===== src/rtl/e_md_div_pkg.sv =====
// Shared types and constants for the E-stage iterative divider.
// Also holds the default iteration count that sets the divider width.
package e_md_div_pkg;

  typedef enum logic [1:0] {
    DIV_IDLE = 2'd0,
    DIV_CALC = 2'd1,
    DIV_FIX  = 2'd2
  } divState_e;

  localparam int DIV_ITER = 32;

endpackage


===== src/rtl/e_md_div_if.sv =====
// Request/result bundle between the E-stage operand muxes, the divider and HILO.
// The master drives operands and control; the slave (the divider) returns status and results.
interface e_md_div_if
  import e_md_div_pkg::*;
#(
  parameter int WIDTH = DIV_ITER
);

  logic             start;
  logic             is_signed;
  logic [WIDTH-1:0] dividend;
  logic [WIDTH-1:0] divisor;
  logic             abort;
  logic             busy;
  logic             done;
  logic [WIDTH-1:0] quotient;
  logic [WIDTH-1:0] remainder;

  modport master (
    output start, is_signed, dividend, divisor, abort,
    input  busy, done, quotient, remainder
  );

  modport slave (
    input  start, is_signed, dividend, divisor, abort,
    output busy, done, quotient, remainder
  );

endinterface


===== src/rtl/e_md_absneg.sv =====
// Conditional two's-complement negate, shared by the divide and multiply units.
module e_md_absneg #(
  parameter int WIDTH = 32
) (
  input  logic [WIDTH-1:0] in_i,
  input  logic             neg_i,
  output logic [WIDTH-1:0] out_o
);

  assign out_o = neg_i ? (~in_i + WIDTH'(1)) : in_i;

endmodule


===== src/rtl/e_md_div.sv =====
// Radix-2 restoring divider for DIV/DIVU: magnitudes are divided unsigned over
// WIDTH iterations, then a fix-up cycle restores signs and publishes LO/HI.
module e_md_div
  import e_md_div_pkg::*;
#(
  parameter int WIDTH = DIV_ITER
) (
  input  logic       clk,
  input  logic       reset,
  e_md_div_if.slave  bus
);

  localparam int CNT_W = $clog2(WIDTH) + 1;

  divState_e        state_q;
  logic             signA_q;
  logic             signB_q;
  logic             divZero_q;
  logic [WIDTH-1:0] dividendOrig_q;
  logic [WIDTH-1:0] divisorMag_q;
  logic [WIDTH-1:0] rem_q;
  logic [WIDTH-1:0] quo_q;
  logic [CNT_W-1:0] count_q;
  logic [WIDTH-1:0] quotient_q;
  logic [WIDTH-1:0] remainder_q;
  logic             done_q;

  logic             signA_d;
  logic             signB_d;
  logic [WIDTH-1:0] magA_d;
  logic [WIDTH-1:0] magB_d;
  logic [WIDTH:0]   remShift_d;
  logic             fits_d;
  logic [WIDTH-1:0] rem_d;
  logic [WIDTH-1:0] quo_d;
  logic [WIDTH-1:0] quoFix_d;
  logic [WIDTH-1:0] remFix_d;

  assign signA_d = bus.dividend[WIDTH-1] & bus.is_signed;
  assign signB_d = bus.divisor[WIDTH-1] & bus.is_signed;

  e_md_absneg #(.WIDTH(WIDTH)) u_magA (.in_i(bus.dividend), .neg_i(signA_d), .out_o(magA_d));
  e_md_absneg #(.WIDTH(WIDTH)) u_magB (.in_i(bus.divisor),  .neg_i(signB_d), .out_o(magB_d));
  e_md_absneg #(.WIDTH(WIDTH)) u_fixQ (.in_i(quo_q), .neg_i(signA_q ^ signB_q), .out_o(quoFix_d));
  e_md_absneg #(.WIDTH(WIDTH)) u_fixR (.in_i(rem_q), .neg_i(signA_q),           .out_o(remFix_d));

  // When the trial subtraction fits, the difference is below the divisor, so WIDTH bits suffice.
  always_comb begin
    remShift_d = {rem_q, quo_q[WIDTH-1]};
    fits_d     = (remShift_d >= {1'b0, divisorMag_q});
    rem_d      = fits_d ? (remShift_d[WIDTH-1:0] - divisorMag_q) : remShift_d[WIDTH-1:0];
    quo_d      = {quo_q[WIDTH-2:0], fits_d};
  end

  always_ff @(posedge clk) begin
    if (reset) begin
      state_q        <= DIV_IDLE;
      signA_q        <= 1'b0;
      signB_q        <= 1'b0;
      divZero_q      <= 1'b0;
      dividendOrig_q <= '0;
      divisorMag_q   <= '0;
      rem_q          <= '0;
      quo_q          <= '0;
      count_q        <= '0;
      quotient_q     <= '0;
      remainder_q    <= '0;
      done_q         <= 1'b0;
    end else begin
      done_q <= 1'b0;
      unique case (state_q)
        DIV_IDLE: begin
          if (bus.start && !bus.abort) begin
            signA_q        <= signA_d;
            signB_q        <= signB_d;
            divZero_q      <= (bus.divisor == '0);
            dividendOrig_q <= bus.dividend;
            divisorMag_q   <= magB_d;
            rem_q          <= '0;
            quo_q          <= magA_d;
            count_q        <= '0;
            state_q        <= DIV_CALC;
          end
        end
        DIV_CALC: begin
          if (bus.abort) begin
            state_q <= DIV_IDLE;
          end else begin
            rem_q   <= rem_d;
            quo_q   <= quo_d;
            count_q <= count_q + CNT_W'(1);
            if (count_q == CNT_W'(WIDTH - 1)) begin
              state_q <= DIV_FIX;
            end
          end
        end
        DIV_FIX: begin
          // Abort here still discards the result: HILO must keep its old contents.
          if (bus.abort) begin
            state_q <= DIV_IDLE;
          end else begin
            quotient_q  <= divZero_q ? '1 : quoFix_d;
            remainder_q <= divZero_q ? dividendOrig_q : remFix_d;
            done_q      <= 1'b1;
            state_q     <= DIV_IDLE;
          end
        end
        default: state_q <= DIV_IDLE;
      endcase
    end
  end

  assign bus.busy      = (state_q != DIV_IDLE);
  assign bus.done      = done_q;
  assign bus.quotient  = quotient_q;
  assign bus.remainder = remainder_q;

endmodule


===== src/flat_wrapper.sv =====
// flat-port wrapper written by rule: the top's interface ports become plain ports
module e_md_div_flat import e_md_div_pkg::*;
#(
  parameter int WIDTH = DIV_ITER
)
  (clk, reset, bus_start, bus_is_signed, bus_dividend, bus_divisor, bus_abort, bus_busy, bus_done, bus_quotient, bus_remainder);
  e_md_div_if #(.WIDTH(WIDTH)) bus_i ();
  input  logic clk;
  input  logic reset;
  input wire logic [$bits(bus_i.start)-1:0] bus_start;
  input wire logic [$bits(bus_i.is_signed)-1:0] bus_is_signed;
  input wire logic [$bits(bus_i.dividend)-1:0] bus_dividend;
  input wire logic [$bits(bus_i.divisor)-1:0] bus_divisor;
  input wire logic [$bits(bus_i.abort)-1:0] bus_abort;
  output wire logic [$bits(bus_i.busy)-1:0] bus_busy;
  output wire logic [$bits(bus_i.done)-1:0] bus_done;
  output wire logic [$bits(bus_i.quotient)-1:0] bus_quotient;
  output wire logic [$bits(bus_i.remainder)-1:0] bus_remainder;
  assign bus_i.start = bus_start;
  assign bus_i.is_signed = bus_is_signed;
  assign bus_i.dividend = bus_dividend;
  assign bus_i.divisor = bus_divisor;
  assign bus_i.abort = bus_abort;
  assign bus_busy = bus_i.busy;
  assign bus_done = bus_i.done;
  assign bus_quotient = bus_i.quotient;
  assign bus_remainder = bus_i.remainder;
  e_md_div #(.WIDTH(WIDTH)) u_core (.clk(clk), .reset(reset), .bus(bus_i));
endmodule

===== config.mk =====
export PLATFORM = sky130hd
export DESIGN_NAME = e_md_div_flat
export DESIGN_NICKNAME = d
export VERILOG_FILES = /design/src/rtl/e_md_div_pkg.sv /design/src/rtl/e_md_div_if.sv /design/src/rtl/e_md_absneg.sv /design/src/rtl/e_md_div.sv /design/src/flat_wrapper.sv
export SDC_FILE = /design/constraint.sdc
export NUM_CORES = 1
export LEC_CHECK = 0
export ABC_AREA = 0
export CORE_UTILIZATION = 41
export CTS_CLUSTER_DIAMETER = 100
export DETAILED_ROUTE_END_ITERATION = 6
export HOLD_SLACK_MARGIN = 0.1
export PLACE_DENSITY_LB_ADDON = 0.05
export SYNTH_ARGS = -nofsm -noshare
export SYNTH_HDL_FRONTEND = slang
export SYNTH_SLANG_ARGS = --single-unit

===== constraint.sdc =====
create_clock -name clk -period 3.1 [get_ports clk]
set_input_delay 0.31 -clock clk [delete_from_list [all_inputs] [get_ports clk]]
set_output_delay 0.31 -clock clk [all_outputs]
set_load 0.05 [all_outputs]

==> summary.txt <==
Clock tree
  • Htree depth: 1
  • Clk root buf: clkbuf_16
  • CTS Hold Bufs: 0
  • Clk sink count: 204
  • Skew-Pair Late Insertion Delay: 0.53 ns
  • CTS tree: done
  • Clock buffer depth: 3
  • CTS Buf Count: 25
  • CTS clock-pin slew for the worst setup and hold paths: 0.06 ns

Worst setup path
  • CP Capture Type: register
  • Crit-path max FO: 3
  • Crit path launch: u_core.quo_q[31]$_SDFFE_PP0P_
  • Origin of the critical flop-to-flop path: u_core.quo_q[31]$_SDFFE_PP0P_
  • Startpoint types: register
  • Crit path DAT: 3.32 ns
  • Critical Path RT: 3.51 ns
  • Reg2Reg Depth: 14
  • Type of the worst setup path: register to register

Final layout
  • Filler cells: 2887
  • Area of the multi-input gates: 7550 um2
  • Final std cells w/o fill: 2151
  • Ant diodes: 0
  • Area growth, synth to finish: 23.6%
  • Fin nets: 1855
  • Layout cells sized above 1: 8.38%
  • Reg area: 4090 um2

Route
  • Via count: 11998
  • Final wirelength: 38200 um
  • Initial DRC Count: 993
  • Drt first pass iters: 6
  • Routed WL per cell: 17.8 um
  • DRC: 0
  • Vias per cell: 5.58
  • Antenna Nets Post-Route: 0

Outcome
  • Status: completed

STA
  • Tightest Pin Transition: 0.661 ns
  • RSZ-0062 raised after global routing: no
  • Tcrit/Tclk final: 93.9%
  • Final hold viol count: 0
  • Achievable Freq: 344 MHz
  • Setup violations, final: 0
  • Slew Limit Fails: 0
  • TNS Setup: 0 ns
  • Clock skew: 0.0131 ns
  • Min cycle time layout: 2.91 ns
  • Max-slew headroom: 55.6%

Global routing
  • Total gr overflow: 0
  • Initial antenna violation count: 0
  • Largest net degree at the start of global routing: 66
  • Global-route wire length before repair: 60600 um
  • Vias in the first global route: 11265
  • GRT Total Usage: 24.8%

Yosys
  • Main area contributors after synthesis: dfxtp_1 (33%), nand2_1 (7.8%), xor2_1 (6.1%), a21oi_1 (5.9%), nor2_1 (4.6%)
  • Gate count of the mapped netlist: 1621
  • Synth Area in Simple Gates: 23.3%
  • Number of synthesized flops with an enable pin: 0
  • Xor/xnor share of the synthesized area: 10.3%
  • Post-synth top flop: dfxtp_1
  • Yosys cell types: 66
  • Cell with the most instances after synthesis: nand2_1
  • Yosys warning count: 0
  • Compound-Gate Fraction of Synth Area: 23.8%
  • #FFs+latches synth: 204
  • Cell area after synthesis: 12200 um2
  • Seq/Total Area, Yosys: 33.4%
  • Syn Area/Cell: 7.53 um2
  • Async SR Flop Fraction: 0%
  • Synthesized net count: 1728
  • Synth top area share: 33.4%
  • Post-synthesis adder-cell area fraction: 3.95%
  • Main combinational cell family by area after synthesis: compound AO/OA/AOI/OAI gates
  • Mux contribution to synthesized area: 0.328%
  • Area leader, netlist: dfxtp_1
  • Top cells by count, synth: nand2_1 (253), dfxtp_1 (204), nor2_1 (150)

Worst hold path
  • Min-delay src: reset
  • Worst hold path depth: 2
  • Hold Path Class: input pin to register

Power and ir drop
  • Leakage power total: 5.63 nW
  • VDD IR-drop max: 0.354 mV
  • Pwr dens: 465 nW/um2

Floorplan
  • Std-Cell Rows: 62
  • DIE WIDTH: 175 um
  • Die Area: 30500 um2
  • Core area: 29000 um2
  • Initial Util: 42.1%
  • IO Pins: 135
  • Die Ht: 175 um

Placed design
  • Final GP Congestion: 0.872
  • Dpl cells: 2105
  • DP HPWL: 28800 um
  • I/O Buffers: 134

Run
  • Max_cap viols: 0
layout make-up:
cell class,count,share of cell area (%)
repair buffers,208,12.8
inverters,52,1.29
well taps,384,3.18
clock inverters,8,0.671
flip-flops and latches,204,27.1
multi-input cells,1257,50.0
clock buffers,38,5.00
report_power, final:
part	total, mW	switching (mW)	internal (mW)
logic	1.24	0.740	0.498
clock network	3.00	1.16	1.84
registers	2.79	0.0810	2.71
kinds of logic (layout without fill, tap and decap cells):
kind of cell / after synthesis / in the layout
AOI/OAI and AO/OA: 451 / 451
xor gates and xnor gates: 143 / 143
adders and majority gates: 38 / 38
buffers and inverters: 160 / 306
DFF: 204 / 204
muxes: 4 / 4
and+or+nand+nor: 621 / 621
critical path, cell delays in order (launching register included):
cell and delay [ns]:
dfxtp_1 0.31, inv_1 0.09, ha_1 0.20, inv_1 0.06, fa_1 0.39, a21oi_1 0.19, o2111ai_1 0.17, o21ai_1 0.22
buf_4 0.16, nand2_1 0.08, a211oi_1 0.33, buf_4 0.18, buf_4 0.09, xor2_1 0.21, o21ai_0 0.10
metal layers:
metal | GRT usage, % | vias up | part of all wire, %
met5 | 0 | - | 0
met4 | 8.01 | 0 | 3.0
met3 | 2.68 | 57 | 4.5
met2 | 42.6 | 276 | 48
met1 | 32.4 | 5636 | 45
li1 | - | 6029 | -
sequential cells by signal, summed over array words and instances, names as in the netlist:
name,flops
u_core.signA_q,1
u_core.bus.quotient,32
u_core.rem_q,32
u_core.divisorMag_q,32
u_core.state_q,2
u_core.divZero_q,1
u_core.count_q,6
u_core.bus.remainder,32
u_core.signB_q,1
u_core.bus.done,1
u_core.quo_q,32
u_core.dividendOrig_q,32
timing repair:
action                     CTS  global route
resized for setup            0             1
buffers inserted             0             0
setup endpoints to repair    0             2
final timing paths:
check	to	slack, ns
hold / removal	u_core.quo_q[29]$_SDFFE_PP0P_	0.31
setup reg to reg	u_core.rem_q[24]$_SDFFE_PP0P_	0.19
setup / recovery	u_core.rem_q[24]$_SDFFE_PP0P_	0.19
hold reg to reg	u_core.dividendOrig_q[17]$_SDFFE_PP0P_	0.45
placed cells by master (no fill, tap or decap), drive strengths merged, types with 26 or more instances in the layout:
cell type	count
dfxtp	204
nor3	41
o21ai	94
a211oi	70
ha	37
xnor2	58
nor2	150
inv	53
nand3	73
a21oi	145
clkbuf	38
nand2	253
xor2	85
clkdlybuf4s50	133
buf	75
o31ai	26
through the flow:
step	hold WS, ns	setup WS (ns)	total power, mW	area (um2)	utilization (%)
after floorplan	0.431	0.320	3.62	12200	-
after global placement	0.441	0.107	4.07	14200	49.1
after detailed placement	0.444	0.105	4.08	14200	49.1
after CTS	0.287	0.0840	7.09	15100	52.0
after global routing	0.303	0.0201	7.36	15100	52.0
final	0.306	0.189	7.03	15100	52.0
Power figures use the tool's default switching activity.
